File: config.mk
export PLATFORM = sky130hd
export DESIGN_NAME = seven_seg_reader
export DESIGN_NICKNAME = d
export VERILOG_FILES = /design/src/rtl/seven_seg_reader.sv
export SDC_FILE = /design/constraint.sdc
export NUM_CORES = 1
export LEC_CHECK = 0
export ABC_AREA = 0
export BUFFER_PORTS_ARGS = -buffer_cell sky130_fd_sc_hd__buf_4
export CORE_MARGIN = 2
export CORE_UTILIZATION = 25
export CTS_BUF_LIST = sky130_fd_sc_hd__clkbuf_4 sky130_fd_sc_hd__clkbuf_8
export CTS_CLUSTER_SIZE = 24
export DETAILED_ROUTE_END_ITERATION = 8
export PLACE_DENSITY = 0.54
export SLEW_MARGIN = 20
export SYNTH_ARGS = -nofsm -noshare
export SYNTH_HDL_FRONTEND = slang
export SYNTH_SLANG_ARGS = --single-unit
File: constraint.sdc
create_clock -name clk -period 3.4 [get_ports clk]
set_clock_uncertainty 0.1 [all_clocks]
set_input_delay 0 -clock clk [delete_from_list [all_inputs] [get_ports clk]]
set_output_delay 0 -clock clk [all_outputs]
set_load 0.01 [all_outputs]
File: src/rtl/seven_seg_reader.sv
// -----------------------------------------------------------------------------
// seven_seg_reader
//
// Watches a multiplexed seven-segment display bus and recovers the hex digit
// shown on each position. It undoes the 4-bit-to-segment encoding used by the
// display driver, so the reaction-timer datapath can read back what it shows.
//
// A bus state ({anodes, segments}) has to be seen unchanged for STABLE_CYCLES
// consecutive samples before it is decoded. Only one capture is made per
// stable window. Recognised patterns are written into a per-digit register
// file and marked valid. Patterns that are not in the code table clear the
// valid flag for that slot and are reported as invalid.
//
// Parameters
//   NUM_DIGITS     number of multiplexed digit positions (1-8)
//   STABLE_CYCLES  identical samples required before capture (2-255)
//
// Ports
//   clk              system clock, rising edge
//   reset_n          asynchronous active-low reset
//   anodes           digit enables, active-low (bit i low selects digit i)
//   segments         segment lines {a,b,c,d,e,f,g}, active-high, a is MSB
//   digits_out       recovered nibbles, digit i at [4i+3:4i]
//   digit_valid      bit i set when slot i holds a decoded value
//   update           one-cycle pulse when a slot is written with a valid code
//   update_idx       slot index for update / invalid_pattern
//   invalid_pattern  one-cycle pulse when a stable pattern is not a known code
//   err_count        saturating count of invalid patterns (only when the
//                    macro SEVEN_SEG_READER_ERRCNT_EN is defined)
// -----------------------------------------------------------------------------
module seven_seg_reader #(
    parameter int NUM_DIGITS    = 4,
    parameter int STABLE_CYCLES = 8
) (
    input  logic                    clk,
    input  logic                    reset_n,
    input  logic [NUM_DIGITS-1:0]   anodes,
    input  logic [6:0]              segments,
    output logic [4*NUM_DIGITS-1:0] digits_out,
    output logic [NUM_DIGITS-1:0]   digit_valid,
    output logic                    update,
    output logic [2:0]              update_idx,
    output logic                    invalid_pattern
`ifdef SEVEN_SEG_READER_ERRCNT_EN
    ,
    output logic [7:0]              err_count
`endif
);

    typedef enum logic [1:0] {
        SETTLE,
        CHECK,
        HOLD
    } state_t;

    localparam int SAMPLE_W = NUM_DIGITS + 7;

    // The counter value after a full window's worth of matching samples,
    // minus one: the FSM arms CHECK one cycle early. That lets the decoded
    // result register on the edge that completes the window.
    localparam logic [7:0] CNT_ARM = 8'(STABLE_CYCLES - 2);
    localparam logic [7:0] CNT_MAX = 8'(STABLE_CYCLES - 1);

    localparam logic [SAMPLE_W-1:0] SAMPLE_RESET = {{NUM_DIGITS{1'b1}}, 7'h00};

    state_t                state;
    logic [SAMPLE_W-1:0]   sample_q;
    logic [SAMPLE_W-1:0]   bus_now;
    logic                  changed;
    logic [7:0]            stab_cnt;

    logic [NUM_DIGITS-1:0] sample_anodes;
    logic [6:0]            sample_segs;

    logic                  code_ok;
    logic [3:0]            nibble;

    logic [3:0]            sel_count;
    logic [2:0]            sel_idx;
    logic                  sel_one;

    assign bus_now       = {anodes, segments};
    assign changed       = (bus_now != sample_q);
    assign sample_anodes = sample_q[SAMPLE_W-1:7];
    assign sample_segs   = sample_q[6:0];

    // Inverse of the display driver's segment encoding. The all-off pattern
    // maps to 0 on purpose, so a blanked digit reads back as zero.
    always_comb begin
        code_ok = 1'b1;
        nibble  = 4'h0;
        case (sample_segs)
            7'h00:   nibble = 4'h0;
            7'h30:   nibble = 4'h1;
            7'h6D:   nibble = 4'h2;
            7'h79:   nibble = 4'h3;
            7'h33:   nibble = 4'h4;
            7'h5B:   nibble = 4'h5;
            7'h5F:   nibble = 4'h6;
            7'h70:   nibble = 4'h7;
            7'h7F:   nibble = 4'h8;
            7'h7B:   nibble = 4'h9;
            7'h77:   nibble = 4'hA;
            7'h1F:   nibble = 4'hB;
            7'h4E:   nibble = 4'hC;
            7'h3D:   nibble = 4'hD;
            7'h4F:   nibble = 4'hE;
            7'h47:   nibble = 4'hF;
            default: code_ok = 1'b0;
        endcase
    end

    // Count the active-low anodes and remember the last active index. The
    // bus state is decoded only when exactly one digit is selected.
    always_comb begin
        sel_count = 4'd0;
        sel_idx   = 3'd0;
        for (int i = 0; i < NUM_DIGITS; i++) begin
            if (!sample_anodes[i]) begin
                sel_count = sel_count + 4'd1;
                sel_idx   = 3'(i);
            end
        end
        sel_one = (sel_count == 4'd1);
    end

    // Sampling, stability counting, FSM and the registered decode outputs.
    // Any change on the bus clears the counter and sends the FSM back to
    // SETTLE. CHECK lasts one cycle and makes the single capture for the
    // window. HOLD then waits for the bus to move again.
    always_ff @(posedge clk or negedge reset_n) begin
        if (!reset_n) begin
            state           <= SETTLE;
            sample_q        <= SAMPLE_RESET;
            stab_cnt        <= 8'd0;
            digits_out      <= '0;
            digit_valid     <= '0;
            update          <= 1'b0;
            update_idx      <= 3'd0;
            invalid_pattern <= 1'b0;
`ifdef SEVEN_SEG_READER_ERRCNT_EN
            err_count       <= 8'd0;
`endif
        end else begin
            sample_q        <= bus_now;
            update          <= 1'b0;
            invalid_pattern <= 1'b0;

            if (changed) begin
                stab_cnt <= 8'd0;
            end else if (stab_cnt != CNT_MAX) begin
                stab_cnt <= stab_cnt + 8'd1;
            end

            case (state)
                SETTLE: begin
                    if (!changed && stab_cnt == CNT_ARM) begin
                        state <= CHECK;
                    end
                end
                CHECK: begin
                    if (sel_one) begin
                        update_idx <= sel_idx;
                        if (code_ok) begin
                            update <= 1'b1;
                            for (int i = 0; i < NUM_DIGITS; i++) begin
                                if (sel_idx == 3'(i)) begin
                                    digits_out[4*i +: 4] <= nibble;
                                    digit_valid[i]       <= 1'b1;
                                end
                            end
                        end else begin
                            invalid_pattern <= 1'b1;
                            for (int i = 0; i < NUM_DIGITS; i++) begin
                                if (sel_idx == 3'(i)) begin
                                    digit_valid[i] <= 1'b0;
                                end
                            end
`ifdef SEVEN_SEG_READER_ERRCNT_EN
                            if (err_count != 8'hFF) begin
                                err_count <= err_count + 8'd1;
                            end
`endif
                        end
                    end
                    state <= changed ? SETTLE : HOLD;
                end
                HOLD: begin
                    if (changed) begin
                        state <= SETTLE;
                    end
                end
                default: state <= SETTLE;
            endcase
        end
    end

endmodule

After elaboration in Yosys (flattened, before gate mapping). Index checks and enable logic that the tools add are counted.

Bits in registers: 46. Output and inout bits: 25.

Reduce and logical (&&, ||, !) cells: 17. Add/sub/neg operators: 4. Eq/ne operators: 26. Multiplexer cells: 30.

Operators by type and width (number): equality test 7 bit, second input constant (11); one-hot mux 4 bit (15 select lines) (1); equality test 7 x 6 -> 1 bit, second input constant (3); two-way mux 1 bit (17); two-way mux 4 bit (4); two-way mux 8 bit (2); AND reduction 4 bit (4); OR reduction 16 bit (1); adder 4 x 1 -> 4 bit, second input constant (3); AND reduction 3 bit (4); inequality test 11 bit (1); adder 8 x 1 -> 8 bit, second input constant (1); equality test 8 x 3 -> 1 bit, second input constant (1); inequality test 8 x 3 -> 1 bit, second input constant (1); equality test 7 x 5 -> 1 bit, second input constant (1); zero test 7 bit (1); equality test 3 x 2 -> 1 bit, second input constant (2); two-way mux 2 bit (3); two-way mux 3 bit (2); one-hot mux 2 bit (3 select lines) (1); equality test 4 x 1 -> 1 bit, second input constant (1); inequality test 2 bit, second input constant (2); AND reduction 2 bit (2); equality test 3 x 1 -> 1 bit, second input constant (1); 7 further kinds (7).

Depth between registers and ports, before layout. Gate-level depths: netlist (run 1).

Word-level depth: 10. Mapped depth: 11. Gate-level depth less buffers: 10.

Least setup slack after synthesis (run 1). Ideal clock, no wire load.

Path kind: register to register. Start point: reg sample_q[8]. End point: reg digits_out[12]. Path buffers: 1. Setup time: 0.065 ns. Data required time: 3.235 ns. Data arrival time: 2.393 ns. Stages on the path, launching flop included: 12. Setup slack: 0.842 ns. Path through: dfstp_2 > inv_1 > ha_1 > xnor2_1 > ha_1 > nand2b_1 > xnor2_1 > o2111ai_1 > or2_0 > clkbuf_1 > nor2_1 > o22a_1.

Longest elaborated chain between the ends: 7.

RTL lines: start, declared (line 67) `logic [SAMPLE_W-1:0] sample_q;`; start signal, assigned (line 145) `sample_q <= bus_now;`; two-way mux 4 bit (line 119) `if (!sample_anodes[i]) begin`; adder 4 x 1 -> 4 bit (line 120) `sel_count = sel_count + 4'd1;`; two-way mux 4 bit (line 119); adder 4 x 1 -> 4 bit (line 120); two-way mux 4 bit (line 119); equality test 4 x 1 -> 1 bit (line 124) `sel_one = (sel_count == 4'd1);`; AND reduction 4 bit (no source line) (*); end signal, assigned by index (line 168) `digits_out[4*i +: 4] <= nibble;`; end, declared (line 39) `output logic [4*NUM_DIGITS-1:0] digits_out,`.

Every way passes the cells marked *; elsewhere a longest branch is shown, timed or not. A chain may end at the register's enable or synchronous reset.

Final worst setup path (run 1). Ends and elaborated chain as after synthesis.

==> metrics.csv, run 1 <==
stage;metric;value;unit
status;status;complete, no violations;
clock_network;ctsHoldBuffers;12;
synthesis;syn_inst;211;
timing;fin_crit;2.85;ns
place;place_area;2560;um^2
synthesis;yosysWarnings;0;
final_layout;postLayoutCellArea;2780;um^2
critical_path;criticalPathCategory;reg -> reg;
floorplanning;row_count;34;
timing;layout_setup_ws;0.550;ns
clock_network;cts_num_sinks;45;
synthesis;yosysTopAreaCellShare;46.2;%
critical_path;r2r_slack;0.55;ns
synthesis;synth_top_area_cell;dfrtp_1;
global_routing;grt_overflow;0;
floorplanning;die_h;98.2;um
flow_run;drv_cap;0;
global_routing;busiest_layer;met2;
timing;slew_viol_final;0;
critical_path;cp.depth;10;
clock_network;clkLatencyLatePin;0.31;ns
drt;viasPerCell;4.60;
global_routing;antenna_found_initial;0;
critical_path;r2r_start;sample_q[8];
critical_path;arrival;3.00;ns
drt;dr.pass1.iters;4;
place;finalWeightedCongestion;0.741;
critical_path;crit_buf_inv;1;
final_layout;antennaDiodeCount;0;
timing;finalSetupTns;0;ns
synthesis;synthTopCellsByArea;dfrtp_1 46%, xor2_1 6.7%, o22a_1 5.1%, dfstp_2 4.7%, nor2_1 3.6%;
timing;relSlewSlack;62.0;%
drt;routed_wl;4860;um
critical_path;slowest_delay;0.57;ns
floorplanning;die_w;98.2;um
synthesis;syn_avg_cell_area;10.5;um^2
min_path;hp-class;in -> async;
timing;max_slew.worst_pin.slew;0.570;ns
synthesis;synth_edf_count;0;
timing;rsz0062_at_grt;no;
critical_path;path_cells;inv_1 > ha_1 > xnor2_1 > ha_1 > nand2b_1 > xnor2_1 > o2111ai_1 > or2_0 > nor2_1 > o22a_1;
clock_network;postCtsResizedCells;0;
clock_network;clockRootBuffer;clkbuf_8;
floorplanning;coreArea;8680;um^2
floorplanning;die-area;9640;um^2
floorplanning;ios;38;
clock_network;cts.clk_slew.worst_paths;0.10;ns
pwr;powerDensity;361;nW/um^2
drt;drtIter0Drc;63;
critical_path;reg2reg_to;digits_out[12];
critical_path;cp_max_fo;7;
timing;fin_crit_sh;83.8;%
synthesis;async_flop_share;100;%
critical_path;crit_path_end_kind;flop;
global_routing;grt_pass1_wl;8460;um
synthesis;synthFlopType;dfrtp_1;
drt;vias;1676;
synthesis;synth-seq-area-share;51.0;%
final_layout;syn_to_final_growth;25.2;%
timing;maxClockFrequency;351;MHz
global_routing;use_met1;13.9;%
pwr;ir_drop;167;uV
global_routing;grt_use_total;10.9;%
clock_network;cts_tree;built;
global_routing;grt_use_met2;18.4;%
timing;fin_hold_ws;0.122;ns
clock_network;postCtsSetupRepairBufs;0;
pwr;leakage;1.29;nW
place;dp.final_hpwl;3480;um
synthesis;ys_ff_latch;45;
timing;timing.final.hold_violations;0;
global_routing;grt_pass1_vias;1684;
critical_path;crit_path_start_kind;flop;
critical_path;crit_required;3.55;ns
synthesis;netlist_area;2220;um^2
floorplanning;initial_utilization;25.6;%
drt;wl_per_cell;13.3;um
critical_path;ff2ff_path_depth;10;
clock_network;numCtsBuffers;5;
drt;drc_errors;0;
critical_path;cp_top_family;simple AND/OR/NAND/NOR gates;
global_routing;met3_usage;2.79;%
timing;setup_viol;0;
drt;ant_nets;0;
final_layout;drive_above_1_share;21.5;%
clock_network;htree_levels;2;
synthesis;syn_nets;229;
synthesis;ys_types;42;
clock_network;clock_path_buffers;2;
final_layout;final_nets;273;
global_routing;grt_max_degree;46;
critical_path;cp_slowest_cell;dfstp_2;
place;port_buffers;36;
place;dp_slack;0.583;ns
area by class of cell:
cell class | instances | area (um^2)
clock buffer | 5 | 68.8
clock inverter | 3 | 25.0
fill | 926 | 5900
inverter | 8 | 30.0
multi-input combinational | 147 | 997
sequential | 45 | 1130
tap | 108 | 135
timing repair buffer | 48 | 390
sequential cells by signal, summed over array words and instances (netlist names):
| register | flops |
|---|---|
| invalid_pattern | 1 |
| stab_cnt | 8 |
| digit_valid | 4 |
| update_idx | 2 |
| sample_q | 11 |
| state | 2 |
| digits_out | 16 |
| update | 1 |
cell usage after synthesis (5+ instances only):
master	number
a21oi_1	5
xnor2_1	6
ha_1	5
o21ai_0	10
nand3_1	13
o22a_1	13
inv_1	8
dfrtp_1	41
nor3_1	5
xor2_1	17
a21o_1	5
clkbuf_1	8
nor2_1	21
nand2_1	9
per-stage QoR:
stage	total power [mW]	cells	utilization (%)
6_report	1.00	364	32.0
5_1_grt	1.04	364	32.0
4_1_cts	1.01	364	32.0
3_5_place_dp	0.651	344	29.5
3_3_place_gp	0.649	344	29.5
2_1_floorplan	0.618	211	-
layout by cell type (no fill, tap or decap), types with 8 or more instances in the layout:
master	n
buf_4	36
nand3_1	13
inv_1	8
o22a_1	13
dlygate4sd3_1	12
o21ai_0	10
xor2_1	17
dfrtp_1	41
nand2_1	9
nor2_1	21
worst max-delay path by stage:
stage,from,to,slack (ns)
floorplan,sample_q[8],digits_out[12],0.84
global placement,sample_q[8],digits_out[13],0.72
detailed placement,sample_q[8],digits_out[12],0.58
CTS,sample_q[8],digits_out[12],0.57
global route,sample_q[8],digits_out[13],0.29
finish,sample_q[8],digits_out[12],0.55
per-layer routing:
metal,vias up,part of all wire (%)
met5,-,0
li1,833,-
met3,4,3.7
met1,814,45
met2,25,50
met4,0,0.99
where the power goes:
group,switching (mW),internal (mW)
Sequential,0.0193,0.543
Combinational,0.0431,0.0440
Clock,0.204,0.149
Total,0.266,0.736
cells by family after synthesis:
family          Yosys count  synth area share, %
compound gates           40                 12.7
xor+xnor                 23                 9.08
fa+ha+maj                 5                 2.82
buf+inv                  19                 4.06
flops                    45                 51.0
mux                       4                 1.97
other cells               1                0.169
simple gates             74                 18.2
worst register-to-register path: cells and delay by family, from the launching register on:
kind	cells	cell delay, ns
AOI/OAI and AO/OA	2	0.43
xor gates and xnor gates	2	0.38
adders and majority gates	2	0.52
buffers and inverters	1	0.07
DFF	1	0.57
and+or+nand+nor	3	0.74
No activity file was read; power rests on OpenSTA's default activity.
==> inputs of run 2 (changes only) <==
PLACE_DENSITY = 0.55   (was 0.54)
clock period = 2.4 ns   (was 3.4 ns; I/O delays follow)
==> metrics.csv, run 2 (synthesis gave the netlist of run 1 again) <==
stage;metric;value;unit
status;status;complete, no violations;
floorplanning;die_w;98.2;um
timing;fin_hold_ws;0.131;ns
floorplanning;initial_utilization;25.6;%
clock_network;cts_num_sinks;45;
final_layout;reg_top3;digits_out x16, sample_q x11, stab_cnt x8;
drt;drtIter0Drc;45;
timing;maxClockFrequency;422;MHz
pwr;combPwrFrac;13.8;%
floorplanning;coreArea;8680;um^2
drt;dr.pass1.iters;4;
timing;setup_viol;0;
clock_network;clockRootBuffer;clkbuf_8;
critical_path;crit_required;2.50;ns
global_routing;grt_pass1_wl;8920;um
global_routing;grt_use_total;11.6;%
timing;timing.final.hold_violations;0;
global_routing;grt_pass1_vias;1839;
pwr;seq_power_share;53.7;%
pwr;pwr-share-clk;32.5;%
drt;drc_errors;0;
critical_path;cp_max_fo;4;
critical_path;criticalPathCategory;reg -> reg;
timing;rsz0062_at_grt;yes;
timing;max_slew.worst_pin.slew;0.574;ns
critical_path;crit_path_end_kind;flop;
place;finalWeightedCongestion;0.778;
place;dp.final_hpwl;3800;um
drt;vias;1851;
clock_network;cts.clk_slew.worst_paths;0.09;ns
flow_run;drv_cap;0;
drt;ant_nets;0;
final_layout;final_nets;310;
global_routing;antenna_found_initial;0;
drt;wl_per_cell;13.4;um
global_routing;grt_overflow;0;
pwr;p_sw_share;25.9;%
place;port_buffers;36;
floorplanning;row_count;34;
timing;relSlewSlack;61.7;%
critical_path;arrival;2.47;ns
clock_network;htree_levels;2;
final_layout;antennaDiodeCount;0;
clock_network;clock_path_buffers;2;
pwr;powerDensity;463;nW/um^2
clock_network;cts_tree;built;
final_layout;final_cell_mix;71 x buf_4, 40 x dfrtp_1, 19 x nor2_1;
global_routing;grt_max_degree;46;
timing;fin_crit;2.37;ns
final_layout;layout_commonest_cell;buf_4;
final_layout;syn_to_final_growth;42.2;%
timing;finalSetupTns;0;ns
pwr;leakage;1.47;nW
drt;routed_wl;5380;um
final_layout;largest_reg_flops;16;
drt;viasPerCell;4.62;
pwr;intPower;1.08;mW
critical_path;crit_path_start_kind;flop;
timing;fin_crit_sh;98.7;%
final_layout;largest-register;digits_out;
pwr;switchingPower;0.378;mW
clock_network;numCtsBuffers;5;
min_path;hp-class;in -> async;
clock_network;clkLatencyLatePin;0.30;ns
floorplanning;die_h;98.2;um
timing;slew_viol_final;0;
floorplanning;die-area;9640;um^2
pwr;ir_drop;224;uV
floorplanning;ios;38;
final_layout;drive_above_1_share;37.2;%
-- run 2: changes by cell type in the layout (fill, tap and decap cells not counted), moves of 2 or more --
cell,before,now
buf_6,0,2
a21oi_1,5,3
inv_1,8,6
inv_2,0,2
ha_1,5,3
a21oi_2,0,2
buf_4,36,71
nor2_1,21,19
-- run 2: path summary, 6_finish.rpt --
check | from | endpoint | slack, ns | cells after the start
max | sample_q[5] | digits_out[8] | 0.03 | 8
min | reset_n | sample_q[6] | 0.13 | 2
max reg2reg | sample_q[5] | digits_out[8] | 0.03 | 8
min reg2reg | digit_valid[0] | digit_valid[0] | 0.38 | 1
max in group asynchronous | reset_n | sample_q[0] | 1.66 | 2
min in group clk | segments[6] | sample_q[6] | 0.26 | 2
-- run 2: layout make-up --
type | instances | area, um^2
clock buffer | 5 | 68.8
inverter | 8 | 30.0
tap | 108 | 135
fill | 874 | 5520
timing repair buffer | 85 | 676
clock inverter | 3 | 21.3
sequential | 45 | 1130
multi-input combinational | 147 | 1090
-- run 2: metal layers --
metal | part of all wire (%) | vias up | GRT usage, %
met4 | 1.2 | 0 | 4.11
met3 | 3.4 | 4 | 2.86
met5 | 0 | - | 0
met1 | 44 | 915 | 14.1
met2 | 51 | 31 | 19.9
li1 | - | 901 | -
-- run 2: power by group through the flow --
stage | combinational (mW) | sequential (mW) | clock [mW]
floorplan | 0.0927 | 0.792 | 0
global placement | 0.162 | 0.796 | 0
detailed placement | 0.163 | 0.796 | 0
CTS | 0.185 | 0.782 | 0.498
global route | 0.222 | 0.785 | 0.537
finish | 0.202 | 0.783 | 0.474
-- run 2: worst max-delay path, cell delays in order (launching register included) --
cell     delay [ns]
dfrtp_1        0.42
buf_6          0.14
buf_6          0.11
and4b_1        0.25
a21oi_2        0.04
o211a_2        0.28
and3_4         0.15
or4_4          0.55
o22a_1         0.22
-- run 2: per-stage QoR --
| step | instance area (um^2) | util [%] | power, mW | worst slack, ns | instances |
|---|---|---|---|---|---|
| after global routing | 3160 | 36.4 | 1.54 | -0.0329 | 401 |
| after CTS | 3070 | 35.3 | 1.47 | 0.00277 | 394 |
| after floorplan | 2260 | - | 0.885 | -0.0405 | 211 |
| after global placement | 2800 | 32.3 | 0.958 | -0.0177 | 370 |
| after detailed placement | 2800 | 32.3 | 0.960 | -0.0817 | 370 |
| final | 3160 | 36.4 | 1.46 | 0.0311 | 401 |
-- run 2: repair_timing --
action | CTS | global route
gates resized for setup | 6 | 11
pin swaps | 5 | 17
hold buffers | 12 | 0
buffers inserted | 4 | 7
hold endpoints to repair | 56 | 0
setup endpoints to repair | 7 | 8
==> inputs of run 3 (changes only) <==
BUFFER_PORTS_ARGS = unset   (was -buffer_cell sky130_fd_sc_hd__buf_4)
DONT_BUFFER_PORTS = 1   (was unset)
PLACE_DENSITY = 0.46   (was 0.55)
==> metrics.csv, run 3 (synthesis gave the netlist of run 1 again) <==
stage;metric;value;unit
floorplanning;row_count;34;
critical_path;arrival;2.56;ns
status;status;finished with violations;
place;finalWeightedCongestion;0.739;
timing;fin_crit;2.45;ns
floorplanning;initial_utilization;25.6;%
clock_network;cts_num_sinks;45;
final_layout;multiInputGateArea;1070;um^2
drt;routed_wl;5220;um
drt;viasPerCell;4.65;
clock_network;clockRootBuffer;clkbuf_8;
clock_network;cts.clk_slew.worst_paths;0.10;ns
flow_run;drv_cap;0;
drt;vias;1669;
critical_path;cp_top_family;simple AND/OR/NAND/NOR gates;
critical_path;path_cells;or4bb_4 > o22a_1 > o211a_2 > and3_4 > or4_4 > o22a_1;
final_layout;final_nets;268;
critical_path;critical_path.most_common_cell;o22a_1;
critical_path;startpoint;sample_q[5];
final_layout;antennaDiodeCount;0;
drt;dr.pass1.iters;4;
place;dp.final_hpwl;3850;um
clock_network;clock_path_buffers;2;
critical_path;ff2ff_path_depth;6;
pwr;ir_drop;213;uV
critical_path;crit_path_start_kind;flop;
timing;setup_viol;4;
critical_path;slowest_delay;0.56;ns
final_layout;layout_commonest_cell;dfrtp_1;
timing;maxClockFrequency;408;MHz
drt;drtIter0Drc;43;
final_layout;syn_to_final_growth;27.5;%
place;place_inst;336;
final_layout;drive_above_1_share;25.5;%
status;violations;setup timing;
critical_path;r2r_start;sample_q[5];
place;port_buffers;0;
final_layout;final_cell_mix;41 x dfrtp_1, 30 x buf_4, 19 x nor2_1;
timing;timing.final.hold_violations;0;
global_routing;grt_pass1_wl;9040;um
pwr;powerDensity;512;nW/um^2
critical_path;cp_max_fo;4;
global_routing;antenna_found_initial;0;
clock_network;cts_tree;built;
timing;finalSetupTns;-0.138;ns
clock_network;clkLatencyLatePin;0.31;ns
min_path;hp-class;in -> async;
floorplanning;die_h;98.2;um
timing;layout_setup_ws;-0.0483;ns
drt;ant_nets;0;
drt;wl_per_cell;14.6;um
final_layout;reg_top3;digits_out x16, sample_q x11, stab_cnt x8;
critical_path;crit_buf_inv;0;
critical_path;cp.depth;6;
final_layout;fill_cells;915;
final_layout;largest_reg_flops;16;
critical_path;cp_slowest_cell;or4bb_4;
drt;drc_errors;0;
global_routing;grt_use_total;11.7;%
timing;rsz0062_at_grt;yes;
final_layout;stdcell_count;359;
global_routing;grt_pass1_vias;1757;
critical_path;crit_path_end_kind;flop;
final_layout;largest-register;digits_out;
clock_network;numCtsBuffers;5;
floorplanning;die_w;98.2;um
global_routing;grt_overflow;0;
final_layout;register_area;1130;um^2
pwr;leakage;1.26;nW
global_routing;grt_max_degree;46;
critical_path;criticalPathCategory;reg -> reg;
timing;slew_viol_final;0;
floorplanning;die-area;9640;um^2
pwr;p_total;1.45;mW
timing;fin_crit_sh;102;%
critical_path;crit_required;2.51;ns
clock_network;htree_levels;2;
floorplanning;coreArea;8680;um^2
floorplanning;ios;38;
==> run 3: cell types whose count changed in the layout (fill, tap and decap cells not counted), sizes merged <==
cell,change
buf,-42
==> run 3: repair_timing <==
action / 4_1_cts / 5_1_grt
hold buffers: 13 / 0
setup endpoints to repair: 7 / 12
buffers inserted: 1 / 1
endpoints found under the hold margin: 56 / 0
pin swaps: 0 / 6
resized for setup: 3 / 9
==> run 3: where the power goes <==
part / total (mW) / switching (mW) / leakage (nW) / internal [mW]
Sequential: 0.783 / 0.0127 / 0.599 / 0.770
Combinational: 0.176 / 0.0848 / 0.614 / 0.0913
Clock: 0.489 / 0.282 / 0.0445 / 0.207
==> run 3: path summary, 6_finish.rpt <==
path,endpoint,slack [ns]
hold / removal,digits_out[5],0.09
max in group asynchronous,sample_q[10],1.84
setup reg to reg,digits_out[12],-0.05
setup / recovery,digits_out[12],-0.05
hold reg to reg,stab_cnt[7],0.45
min in group clk,sample_q[10],0.14
==> run 3: cell type report <==
type | instances | share of cell area, %
inverters | 8 | 1.06
flip-flops and latches | 45 | 40.0
clock buffers | 5 | 2.43
repair buffers | 43 | 13.2
clock inverters | 3 | 0.752
multi-input cells | 147 | 37.8
well taps | 108 | 4.78
==> run 3: routing by layer <==
layer	routed length, um	vias up	global-route usage, %
li1	-	826	-
met1	2330	804	14.3
met2	2540	31	19.7
met3	284	8	4.08
met4	74	0	3.16
met5	0	-	0
==> run 3: worst register-to-register path, cell delays in order (launching register included) <==
cell and delay (ns):
dfrtp_1 0.41, or4bb_4 0.56, o22a_1 0.20, o211a_2 0.13
and3_4 0.18, or4_4 0.56, o22a_1 0.22
==> run 3: per-stage QoR <==
step | setup slack (ns) | hold WS [ns] | util, % | area [um^2]
floorplan | -0.0405 | -0.396 | - | 2260
global placement | -0.0382 | -0.394 | 29.3 | 2550
detailed placement | -0.103 | -0.394 | 29.3 | 2550
CTS | -0.0222 | 0.0957 | 32.2 | 2800
global route | -0.101 | 0.102 | 32.6 | 2830
finish | -0.0483 | 0.0859 | 32.6 | 2830
